<file path="config.mk">
export PLATFORM = sky130hd
export DESIGN_NAME = log_update_sched
export DESIGN_NICKNAME = d
export VERILOG_FILES = /design/src/rtl/log_update_sched.sv
export SDC_FILE = /design/constraint.sdc
export NUM_CORES = 1
export LEC_CHECK = 0
export CAP_MARGIN = 15
export CORE_AREA = 2 2 102 104
export CTS_BUF_LIST = sky130_fd_sc_hd__clkbuf_4
export CTS_CLUSTER_DIAMETER = 200
export DETAILED_ROUTE_END_ITERATION = 8
export DIE_AREA = 0 0 104 106
export SLEW_MARGIN = 25
export SYNTH_ARGS = -nofsm -noshare
export SYNTH_HDL_FRONTEND = slang
export SYNTH_SLANG_ARGS = --single-unit
</file>
<file path="constraint.sdc">
create_clock -name clk -period 3.3 [get_ports clk]
set_input_delay 0.495 -clock clk [delete_from_list [all_inputs] [get_ports clk]]
set_output_delay 0.495 -clock clk [all_outputs]
set_load 0.01 [all_outputs]
</file>
<file path="src/rtl/log_update_sched.sv">
// rtl/log_update_sched.sv - log-domain weight-update sequencer for the functional-link adaptive filter
module log_update_sched #(
  parameter int NTAPS     = 8,
  parameter int TAP_W     = 3,
  parameter int LOG_WIDTH = 17,
  parameter int ALOG_LAT  = 2
) (
  input  logic                 clk,
  input  logic                 rst,
  input  logic                 err_valid,
  input  logic [LOG_WIDTH-1:0] log_error,
  input  logic                 log_error_sign,
  input  logic                 log_error_valid,
  output logic                 rd_en,
  output logic [TAP_W-1:0]     tap_addr,
  input  logic [LOG_WIDTH-1:0] x_log,
  input  logic                 x_sign,
  input  logic                 x_valid,
  output logic [LOG_WIDTH-1:0] prod_log,
  output logic                 prod_sign,
  output logic                 prod_valid,
  output logic                 w_we,
  output logic [TAP_W-1:0]     w_addr,
  output logic                 busy,
  output logic                 done,
  output logic                 err_drop
);

  // The drain covers the read-return cycle, the product register and the antilog latency.
  localparam int DRAIN_CYC = 2 + ALOG_LAT;
  localparam int DCNT_W    = $clog2(DRAIN_CYC + 1);
  localparam logic [TAP_W-1:0]  LAST_TAP   = TAP_W'(NTAPS - 1);
  localparam logic [DCNT_W-1:0] DRAIN_LAST = DCNT_W'(DRAIN_CYC - 1);
  localparam logic [LOG_WIDTH-1:0] SAT_MAX = {1'b0, {(LOG_WIDTH-1){1'b1}}};
  localparam logic [LOG_WIDTH-1:0] SAT_MIN = {1'b1, {(LOG_WIDTH-1){1'b0}}};

  typedef enum logic [1:0] {
    S_IDLE,
    S_ISSUE,
    S_DRAIN,
    S_DONE
  } state_t;

  state_t               state_q;
  logic [LOG_WIDTH-1:0] err_log_q;
  logic                 err_sign_q;
  logic [DCNT_W-1:0]    drain_cnt_q;
  logic                 rd_en_q;
  logic [TAP_W-1:0]     tap_addr_q;
  logic                 busy_q;
  logic                 done_q;
  logic                 err_drop_q;

  // Read-return alignment: which tap the returning x_log belongs to.
  logic                 rd_v_q;
  logic [TAP_W-1:0]     rd_tap_q;

  // Product stage.
  logic [LOG_WIDTH:0]   sum_d;
  logic [LOG_WIDTH-1:0] sat_d;
  logic                 prod_valid_q;
  logic [LOG_WIDTH-1:0] prod_log_q;
  logic                 prod_sign_q;
  logic [TAP_W-1:0]     prod_tap_q;

  // Antilog-latency delay line for the write strobe and its tap index.
  logic                 wv_q [ALOG_LAT];
  logic [TAP_W-1:0]     wa_q [ALOG_LAT];

  // Pass sequencer: captures the error, walks the taps, drains the pipe, pulses done.
  always_ff @(posedge clk or posedge rst) begin
    if (rst) begin
      state_q     <= S_IDLE;
      err_log_q   <= '0;
      err_sign_q  <= 1'b0;
      drain_cnt_q <= '0;
      rd_en_q     <= 1'b0;
      tap_addr_q  <= '0;
      busy_q      <= 1'b0;
      done_q      <= 1'b0;
      err_drop_q  <= 1'b0;
    end else begin
      done_q     <= 1'b0;
      err_drop_q <= err_valid && (state_q != S_IDLE);
      case (state_q)
        S_IDLE: begin
          if (err_valid) begin
            err_log_q  <= log_error;
            err_sign_q <= log_error_sign;
            busy_q     <= 1'b1;
            if (log_error_valid) begin
              state_q    <= S_ISSUE;
              rd_en_q    <= 1'b1;
              tap_addr_q <= '0;
            end else begin
              state_q <= S_DONE;
              done_q  <= 1'b1;
            end
          end
        end
        S_ISSUE: begin
          if (tap_addr_q == LAST_TAP) begin
            state_q     <= S_DRAIN;
            rd_en_q     <= 1'b0;
            tap_addr_q  <= '0;
            drain_cnt_q <= '0;
          end else begin
            tap_addr_q <= tap_addr_q + 1'b1;
          end
        end
        S_DRAIN: begin
          if (drain_cnt_q == DRAIN_LAST) begin
            state_q <= S_DONE;
            done_q  <= 1'b1;
          end else begin
            drain_cnt_q <= drain_cnt_q + 1'b1;
          end
        end
        S_DONE: begin
          state_q <= S_IDLE;
          busy_q  <= 1'b0;
        end
        default: state_q <= S_IDLE;
      endcase
    end
  end

  // Track the tap whose term is returning from the log buffer this cycle.
  always_ff @(posedge clk or posedge rst) begin
    if (rst) begin
      rd_v_q   <= 1'b0;
      rd_tap_q <= '0;
    end else begin
      rd_v_q   <= rd_en_q;
      rd_tap_q <= tap_addr_q;
    end
  end

  // Log-domain multiply at one extra bit, clamped back into the signed word range.
  always_comb begin
    sum_d = {err_log_q[LOG_WIDTH-1], err_log_q} + {x_log[LOG_WIDTH-1], x_log};
    sat_d = sum_d[LOG_WIDTH-1:0];
    if (sum_d[LOG_WIDTH] != sum_d[LOG_WIDTH-1]) begin
      sat_d = sum_d[LOG_WIDTH] ? SAT_MIN : SAT_MAX;
    end
  end

  // Register the product; zero tap terms produce no product and a zeroed word.
  always_ff @(posedge clk or posedge rst) begin
    if (rst) begin
      prod_valid_q <= 1'b0;
      prod_log_q   <= '0;
      prod_sign_q  <= 1'b0;
      prod_tap_q   <= '0;
    end else begin
      prod_valid_q <= rd_v_q && x_valid;
      prod_tap_q   <= rd_tap_q;
      if (rd_v_q && x_valid) begin
        prod_log_q  <= sat_d;
        prod_sign_q <= err_sign_q ^ x_sign;
      end else begin
        prod_log_q  <= '0;
        prod_sign_q <= 1'b0;
      end
    end
  end

  // Delay the product strobe by the antilog latency so the write lands with the LUT result.
  always_ff @(posedge clk or posedge rst) begin
    if (rst) begin
      for (int i = 0; i < ALOG_LAT; i++) begin
        wv_q[i] <= 1'b0;
        wa_q[i] <= '0;
      end
    end else begin
      wv_q[0] <= prod_valid_q;
      wa_q[0] <= prod_tap_q;
      for (int i = 1; i < ALOG_LAT; i++) begin
        wv_q[i] <= wv_q[i-1];
        wa_q[i] <= wa_q[i-1];
      end
    end
  end

  assign rd_en      = rd_en_q;
  assign tap_addr   = tap_addr_q;
  assign prod_log   = prod_log_q;
  assign prod_sign  = prod_sign_q;
  assign prod_valid = prod_valid_q;
  assign w_we       = wv_q[ALOG_LAT-1];
  assign w_addr     = wa_q[ALOG_LAT-1];
  assign busy       = busy_q;
  assign done       = done_q;
  assign err_drop   = err_drop_q;

endmodule
</file>
== Word-level counts from Yosys, hierarchy flattened ==
Index checks and enable logic that the tools add are counted.

* Flip-flop bits (word level): 64
* Bits of input ports: 41
* Logic and storage cells: 73

* Add/sub/neg operators: 3
* Equality and inequality tests: 11
* Muxes and demuxes: 26
* Bitwise gates (word level): 1
* Reduce and logical (&&, ||, !) cells: 13

{| class="wikitable"
|+ Operators by type and width
! operator !! number
|-
| $mux W17 || 3
|-
| $add A17 B17 Y18 || 1
|-
| $mux W3 || 5
|-
| $pmux W3 S2 || 2
|-
| $ne A2 B2 Y1 const B || 5
|-
| $reduce_and A3 Y1 || 3
|-
| $mux W1 || 8
|-
| $mux W2 || 4
|-
| $pmux W2 S4 || 1
|-
| $reduce_bool A2 Y1 || 4
|-
| $add A3 B1 Y3 const B || 2
|-
| $pmux W1 S2 || 3
|-
| $eq A2 B2 Y1 const B || 2
|-
| $reduce_and A2 Y1 || 2
|-
| $reduce_and A4 Y1 || 1
|-
| $eq A3 B2 Y1 const B || 1
|-
| $eq A3 B3 Y1 const B || 1
|-
| $eq A2 B1 Y1 const B || 1
|-
| $logic_and A1 B1 Y1 || 2
|-
| $logic_not A2 Y1 || 1
|-
| $ne A1 B1 Y1 || 1
|-
| $xor A1 B1 Y1 || 1
|}

== Longest topological paths before layout ==
Gate-level depths: netlist (run 1).

* Word-level depth: 4
* Depth in mapped cells: 10

== Least setup slack after synthesis (run 1) ==
OpenSTA, ideal clock, no wires.

* Path kind: input to register
* From: input port x_log[0]
* To: register prod_log_q[10] (netlist: prod_log[10])
* Library setup time: 136 ps
* Data arrival time: 2431 ps
* Required time: 3164 ps
* Path slack: 733 ps
* Stages on the path: 10
* Cells stage by stage: ha_1 -> fa_1 -> a211oi_1 -> o21bai_1 -> o21a_1 -> a21oi_1 -> o32ai_4 -> buf_6 -> o21ai_1 -> a21oi_1

* Cells in the longest elaborated chain, start to end: 4

{| class="wikitable"
|+ Ends and longest elaborated chain
! item !! line !! source
|-
| start: declaration || 16 || <nowiki>input logic [LOG_WIDTH-1:0] x_log,</nowiki>
|-
| $add A17 B17 Y18 * || 141 || <nowiki>sum_d = {err_log_q[LOG_WIDTH-1], err_log_q} + {x_log[LOG_WIDTH-1], x_log};</nowiki>
|-
| $mux W17 / $ne A1 B1 Y1 (equally long branches) || 144, 143 ||
|-
| $mux W17 * || 143 || <nowiki>if (sum_d[LOG_WIDTH] != sum_d[LOG_WIDTH-1]) begin</nowiki>
|-
| $mux W17 * || 158 || <nowiki>if (rd_v_q && x_valid) begin</nowiki>
|-
| end signal: assignment || 159 || <nowiki>prod_log_q <= sat_d;</nowiki>
|-
| end: declaration || 62 || <nowiki>logic [LOG_WIDTH-1:0] prod_log_q;</nowiki>
|}

Every way passes the cells marked *; elsewhere a longest branch is shown, timed or not.
A chain may end at the register's enable or synchronous reset.

== Worst setup path in the final report (run 1) ==
* From: input port x_log[0]
* To: register prod_log_q[4] (netlist: prod_log[4])

The elaborated chain is that of the path after synthesis.

==> results of run 1 <==
## per-stage QoR
stage	hold WS (ns)	instance area, sq um	instances	worst slack, ns	TNS (ns)
after global placement	0.3331	4185	507	-0.05652	-0.7903
after detailed placement	0.3347	4185	507	-0.09216	-1.168
after global routing	0.3644	4349	524	0.1231	0
final	0.3596	4349	524	0.3173	0
after CTS	0.3612	4347	523	0.3238	0
after floorplan	0.3312	3363	311	0.7325	0
## layout make-up
type,count,area (sq um),area share (%)
antenna,1,2.502,0.05754
clock buffer,9,67.56,1.554
clock inverter,7,93.84,2.158
inverter,9,33.78,0.7768
multi-input combinational,225,1644,37.80
sequential,64,1602,36.82
tap,136,170.2,3.913
timing repair buffer,73,735.7,16.92
## registers in the layout, summed over array words and instances (netlist names)
| register | count |
|---|---|
| prod_log | 17 |
| drain_cnt_q | 3 |
| done | 1 |
| w_addr | 3 |
| state_q | 2 |
| rd_v_q | 1 |
| prod_tap_q | 3 |
| wa_q | 3 |
| rd_tap_q | 3 |
| w_we | 1 |
| prod_valid | 1 |
| tap_addr | 3 |
| wv_q | 1 |
| err_drop | 1 |
| prod_sign | 1 |
| rd_en | 1 |
| err_sign_q | 1 |
| err_log_q | 17 |
| busy | 1 |
## power groups by stage
stage                     Combinational, mW  Clock, mW  Sequential [mW]
after floorplan                        1.73          0             1.30
after global placement                 2.33          0             1.27
after detailed placement               2.36          0             1.28
after CTS                              2.38      0.626             1.26
after global routing                   2.64      0.674             1.30
final                                  2.37      0.607             1.25
## path summary, 6_finish.rpt
| path | startpoint | to | slack [ns] | depth (start not counted) |
|---|---|---|---|---|
| worst max-delay path | x_log[0] | prod_log[4] | 0.32 | 10 |
| worst min-delay path | wv_q[1] | w_we | 0.36 | 0 |
| worst max register to register | err_log_q[0] | prod_log[4] | 0.44 | 9 |
| worst min register to register | wv_q[1] | w_we | 0.36 | 0 |
| max in group asynchronous | rst | err_log_q[9] | 2.58 | 3 |
| min in group asynchronous | rst | w_addr[1] | 0.45 | 3 |
## cell usage in the layout (no fill, tap or decap), types with 4 or more instances in the layout
master and count:
sky130_fd_sc_hd__nand3_1 4, sky130_fd_sc_hd__clkbuf_4 9, sky130_fd_sc_hd__a21o_1 5, sky130_fd_sc_hd__xor2_1 4, sky130_fd_sc_hd__inv_1 8, sky130_fd_sc_hd__nor3_1 4
sky130_fd_sc_hd__nor2_1 18, sky130_fd_sc_hd__o21ai_1 11, sky130_fd_sc_hd__ha_1 25, sky130_fd_sc_hd__mux2_2 19, sky130_fd_sc_hd__clkdlybuf4s50_1 70, sky130_fd_sc_hd__a21oi_1 40
sky130_fd_sc_hd__nand2_1 23, sky130_fd_sc_hd__xnor2_1 10, sky130_fd_sc_hd__o211ai_1 4, sky130_fd_sc_hd__o21ai_0 17, sky130_fd_sc_hd__dfrtp_1 64
## Yosys cell counts, drive strengths merged, types with 3 or more instances
cell type,count,area [sq um]
o21ai,29,148.9
nor3,4,20.02
ha,25,312.8
a21oi,41,216.5
nand2b,3,18.77
nand3,4,20.02
nor2,18,67.56
inv,9,33.78
xor2,4,35.03
a21o,5,37.54
dfrtp,64,1602
o211ai,4,30.03
a32o,3,30.03
mux2,19,214.0
a31oi,3,18.77
buf,7,61.30
xnor2,10,87.58
clkbuf,6,22.52
nand2,24,97.59
## logic make-up after synthesis
kind of cell | count (synthesis) | share of synthesized area, %
xor+xnor | 14 | 3.646
fa+ha+maj | 26 | 9.896
buf+inv | 22 | 3.497
compound gates | 101 | 19.72
mux | 20 | 6.659
simple gates | 64 | 8.966
flops | 64 | 47.62
## layer usage
metal / global-route usage [%] / part of all wire (%)
met1: 17.75 / 46
met3: 2.820 / 3.9
met4: 6.950 / 2.4
met2: 21.95 / 48
met5: 0 / 0
## worst max-delay path: cells and delay by family
kind                       cells  cell delay (ns)
adders and majority gates      2             0.62
buffers and inverters          1             0.43
and+or+nand+nor                1             0.24
AOI/OAI and AO/OA              6             1.52
==> metrics.txt, run 1 <==
initial detailed-routing violation count=86; switching share of total power=40.44%; CTS hold repair buffers=0; highest net fanout along the worst path=17; cell chain of the critical path=clkdlybuf4s50_1 > ha_1 > fa_1 > a211oi_1 > o21bai_1 > o211ai_1 > a21oi_1 > o32ai_4 > nand2_4 > a21oi_1; Cell variety after synth=48; CTS Root Cell=sky130_fd_sc_hd__clkbuf_4; total gr overflow=0; crit path capture type=flip-flop; DIE WIDTH=between 100 and 150 um; Pwr per Cell Area=just under 1000 nW/um^2; Power Internal=approximately 2.5 mW; critical path's slowest cell=sky130_fd_sc_hd__o32ai_4; filler instances=around 970; detailed-placement wirelength estimate=between 5000 and 6000 um; worst path arrival time=3.30 ns; number of gates resized after cts=0; worst skew pair latency=0.41 ns; ratio of final minimum period to clock period=~90%; pin count of the biggest net entering global routing=65; TritonCTS clock tree=built; total number of H-tree levels=3; placer's final routability congestion estimate=0.8507; number of storage elements in the synthesis netlist=64; type of origin of the critical path=input pin; number of iterations in the first detailed-routing pass=4; post-synthesis instance total=just over 300; initial antenna violation count=1; share of synthesized flip-flops with an asynchronous set or reset=100.0%; Max Cap Viol=0; actual slew at the worst max-slew pin=0.8534 ns; share of power burned in combinational logic=a little under three fifths; top flip-flop cell by instance count after synthesis=sky130_fd_sc_hd__dfrtp_1; Rows=37; count of synthesis-stage warnings from yosys=0; share of layout cells above drive strength 1=between 10% and 20%; leakage power=roughly 1.9 nW; wire length of the first global-routing pass=11940 um; clock slew at reported path FFs=0.11 ns; Core ar.=around 10000 sq um; sequential fraction of design power=between 20% and 30%; signed area change from the synthesized netlist to the final layout=29.32%; number of top-level pins=between 70 and 80; worst-case clock buffer depth=2; DRC violations left=0; Post-synth EDFFs=0; synthesized area divided by synthesized cell count=about 11 sq um; Total Die Area=between 10000 and 15000 sq um; WS Path Type=in2reg; setup bufs post-CTS=0; Final Skew=0.01071 ns; required time at the endpoint of the critical path=3.62 ns; number of nets still failing antenna checks after routing=0; clock net sink count=between 60 and 70; clock network power share=approximately 14%; Final setup viols=0; detailed-route via count=around 2500; cell with the most instances on the worst path=sky130_fd_sc_hd__a21oi_1; TritonCTS Buffers=9; Worst Hold Class=reg2reg; Die Span Y=between 100 and 150 um; Netlist Area Pre-Place=~3400 sq um; vias in the first global route=about 2500; Port Buf Inserts=70; final count of hold timing violations=0; Detailed Route WL=between 7000 and 8000 um; Slew Viols, Final=0; routed length per instance=13.54 um; Max Freq=around 0.34 GHz; post-layout utilization of the core=a little over two fifths; RSZ-0062 raised after global routing=false; Tmin final=2.983 ns; result of the run=complete, no violations; maximum cell stage delay along the critical path=just under 0.6 ns; starting density of the core=33.63%; sequential-to-total area share from yosys stat=between 40% and 50%; Via density=4.765; Final Net Count=449; total global-route track usage=a little over an eighth; Switching Power=about 1.7 mW; net count after synthesis=between 300 and 400; power consumption=4.228 mW; Worst slew margin=a little over two fifths; worst voltage drop across the vdd grid=between 0.0002 and 0.0003 V
No activity file was read; power rests on OpenSTA's default activity.
==> inputs of run 2 (changes only) <==
--- a/config.mk
+++ b/config.mk
@@ -5,12 +5,12 @@
 export SDC_FILE = /design/constraint.sdc
 export NUM_CORES = 1
 export LEC_CHECK = 0
-export CAP_MARGIN = 15
-export CORE_AREA = 2 2 102 104
+export CORE_AREA = 2 2 83 85
 export CTS_BUF_LIST = sky130_fd_sc_hd__clkbuf_4
 export CTS_CLUSTER_DIAMETER = 200
 export DETAILED_ROUTE_END_ITERATION = 8
-export DIE_AREA = 0 0 104 106
+export DIE_AREA = 0 0 85 87
+export PLACE_DENSITY = 0.81
 export SLEW_MARGIN = 25
 export SYNTH_ARGS = -nofsm -noshare
 export SYNTH_HDL_FRONTEND = slang
==> run 2 against run 1 <==
Effect of this change:
- setup slack improved by 0.14 ns
- cell area fell by 0.95%
- fmax rose by 4.8%
- sequential share of layout area rose by 0.35 points
- sequential cell count did not move
- sequential power barely moved
- clock power rose by 3%
- clock skew rose by 0.0078 ns
- combinational power rose by 4%
- cell count fell by 10%
- via count rose by 2.2%
==> metrics.txt, run 2 (synthesized netlist as in run 1, its figures left out) <==
kind of cell with the highest combined delay on the critical path=compound AO/OA/AOI/OAI gates; starting density of the core=51.20%; number of top-level pins=slightly above 70; Max Freq=0.3515 GHz; cell with the most instances on the worst path=sky130_fd_sc_hd__a21oi_1; end of the worst hold path=wa_q[5]; switching share of total power=between 40% and 50%; most frequent cells in the layout=sky130_fd_sc_hd__clkdlybuf4s50_1, sky130_fd_sc_hd__dfrtp_1, sky130_fd_sc_hd__a21oi_1, sky130_fd_sc_hd__ha_1, sky130_fd_sc_hd__nand2_1; DIE WIDTH=~85 um; start point of the worst min-delay path=prod_tap_q[2]; worst voltage drop across the vdd grid=0.0005222 V; share of layout cells above drive strength 1=roughly an eighth; Max Cap Viol=0; cell chain of the critical path=clkdlybuf4s50_1 > ha_1 > fa_1 > a211oi_1 > o21bai_1 > o211ai_1 > a21oi_1 > o32ai_4 > buf_12 > nand2_4 > a21oi_1; Tmin final=~2.8 ns; worst-case clock buffer depth=2; clock slew at reported path FFs=approximately 0.13 ns; number of iterations in the first detailed-routing pass=4; Pwr per Cell Area=between 1000 and 1500 nW/um^2; number of nets still failing antenna checks after routing=0; Slew Viols, Final=0; Detailed Route WL=roughly 7000 um; Total Die Area=7395 sq um; total gr overflow=0; Core ar.=6569 sq um; total global-route track usage=19.76%; Final Skew=around 0.019 ns; R2R cell count=10; Power Internal=2.585 mW; CTS hold repair buffers=0; pin count of the biggest net entering global routing=43; filler instances=roughly 500; power consumption=4.347 mW; cell depth of the worst hold path=0; detailed-placement wirelength estimate=about 5400 um; placed instance count=between 400 and 500; result of the run=complete, no violations; TritonCTS Buffers=9; critical path's slowest cell=sky130_fd_sc_hd__clkdlybuf4s50_1; actual slew at the worst max-slew pin=about 0.87 ns; number of gates resized after cts=0; leakage power=1.898 nW; area taken by flip-flops and latches=roughly 1600 sq um; DRC violations left=0; CTS Root Cell=sky130_fd_sc_hd__clkbuf_4; clock network power share=between 10% and 20%; share of power burned in combinational logic=a little under three fifths; Inserted Diodes=0; total number of H-tree levels=3; vias in the first global route=around 2400; post-layout utilization of the core=between 60% and 70%; Final setup viols=0; final standard cell area without fillers=4308 sq um; Via density=~5.4; Switching Power=between 1.5 and 2 mW; r2r endpoint=prod_log[1]; crit path capture type=flip-flop; internal reg-to-reg setup slack=0.58 ns; setup bufs post-CTS=0; placer's final routability congestion estimate=around 0.85; Worst Hold Class=reg2reg; worst flop-to-flop path startpoint=err_log_q[0]; worst path arrival time=approximately 3.2 ns; Worst slew margin=a little over two fifths; number of buffers and inverters on the critical path=2; initial antenna violation count=0; ratio of final minimum period to clock period=around 86%; Non-Filler Instances=between 400 and 500; initial detailed-routing violation count=112; RSZ-0062 raised after global routing=false; setup TNS=0 ns; Die Span Y=87 um; signed area change from the synthesized netlist to the final layout=28.09%; final count of hold timing violations=0; clock net sink count=64; TritonCTS clock tree=built; wire length of the first global-routing pass=approximately 11000 um; Port Buf Inserts=70; Final Net Count=approximately 450; sequential fraction of design power=between 20% and 30%; detailed-route via count=between 2000 and 3000; maximum cell stage delay along the critical path=around 0.44 ns; highest net fanout along the worst path=17; routed length per instance=14.96 um; worst skew pair latency=just over 0.4 ns; type of origin of the critical path=input pin; area used by multi-input combinational logic=between 1500 and 2000 sq um; commonest non-fill, non-tap cell in the layout=sky130_fd_sc_hd__clkdlybuf4s50_1; instance area at placement=between 4000 and 5000 sq um; WS Path Type=in2reg; Rows=30; required time at the endpoint of the critical path=3.62 ns
[run 2: cell count changes in the layout (fill, tap and decap cells not counted), sizes merged]
cell / change
buf: +3
clkinv: -2
diode: -1
inv: +2
[run 2: layout make-up]
cell class                 count  share of cell area, %
clock buffer                   9                  1.568
clock inverter                 7                  2.382
inverter                       9                 0.7842
multi-input combinational    225                  38.16
sequential                    64                  37.18
tap                           80                  2.324
timing repair buffer          76                  17.60
[run 2: power by group through the flow]
stage,clock network [mW],logic (mW),registers (mW)
after floorplan,0,1.73,1.30
after global placement,0,2.38,1.26
after detailed placement,0,2.43,1.28
after CTS,0.638,2.45,1.26
after global routing,0.677,2.72,1.30
final,0.625,2.46,1.26
[run 2: metal layers]
layer | track usage (%) | up-vias | share of wire (%)
met2 | 30.82 | 76 | 48
met4 | 8.225 | 0 | 1.8
met3 | 3.886 | 9 | 4.3
met5 | 0 | - | 0
met1 | 27.18 | 1198 | 46
li1 | - | 1270 | -
[run 2: stage by stage]
stage	hold WS, ns	setup slack [ns]
6_report	0.3461	0.4553
4_1_cts	0.3466	0.4751
3_5_place_dp	0.3363	0.02832
5_1_grt	0.3622	0.3558
3_3_place_gp	0.3348	0.2318
2_1_floorplan	0.3312	0.7325
[run 2: worst max path at each step]
stage                   from           end  slack [ns]  depth (start not counted)
floorplan           x_log[0]  prod_log[10]        0.73                         10
global placement    x_log[0]   prod_log[1]        0.23                         11
detailed placement  x_log[0]   prod_log[1]        0.03                         11
CTS                 x_log[0]   prod_log[1]        0.48                         11
global route        x_log[0]   prod_log[2]        0.36                         11
finish              x_log[0]   prod_log[1]        0.46                         11
[run 2: worst register-to-register path, delay by kind of cell, from the launching register on]
kind | cells | cell delay (ns)
AO/OA/AOI/OAI | 6 | 1.25
flip-flops | 1 | 0.42
buffers and inverters | 1 | 0.18
AND/OR/NAND/NOR | 1 | 0.12
adder cells (fa/ha/maj) | 2 | 0.64
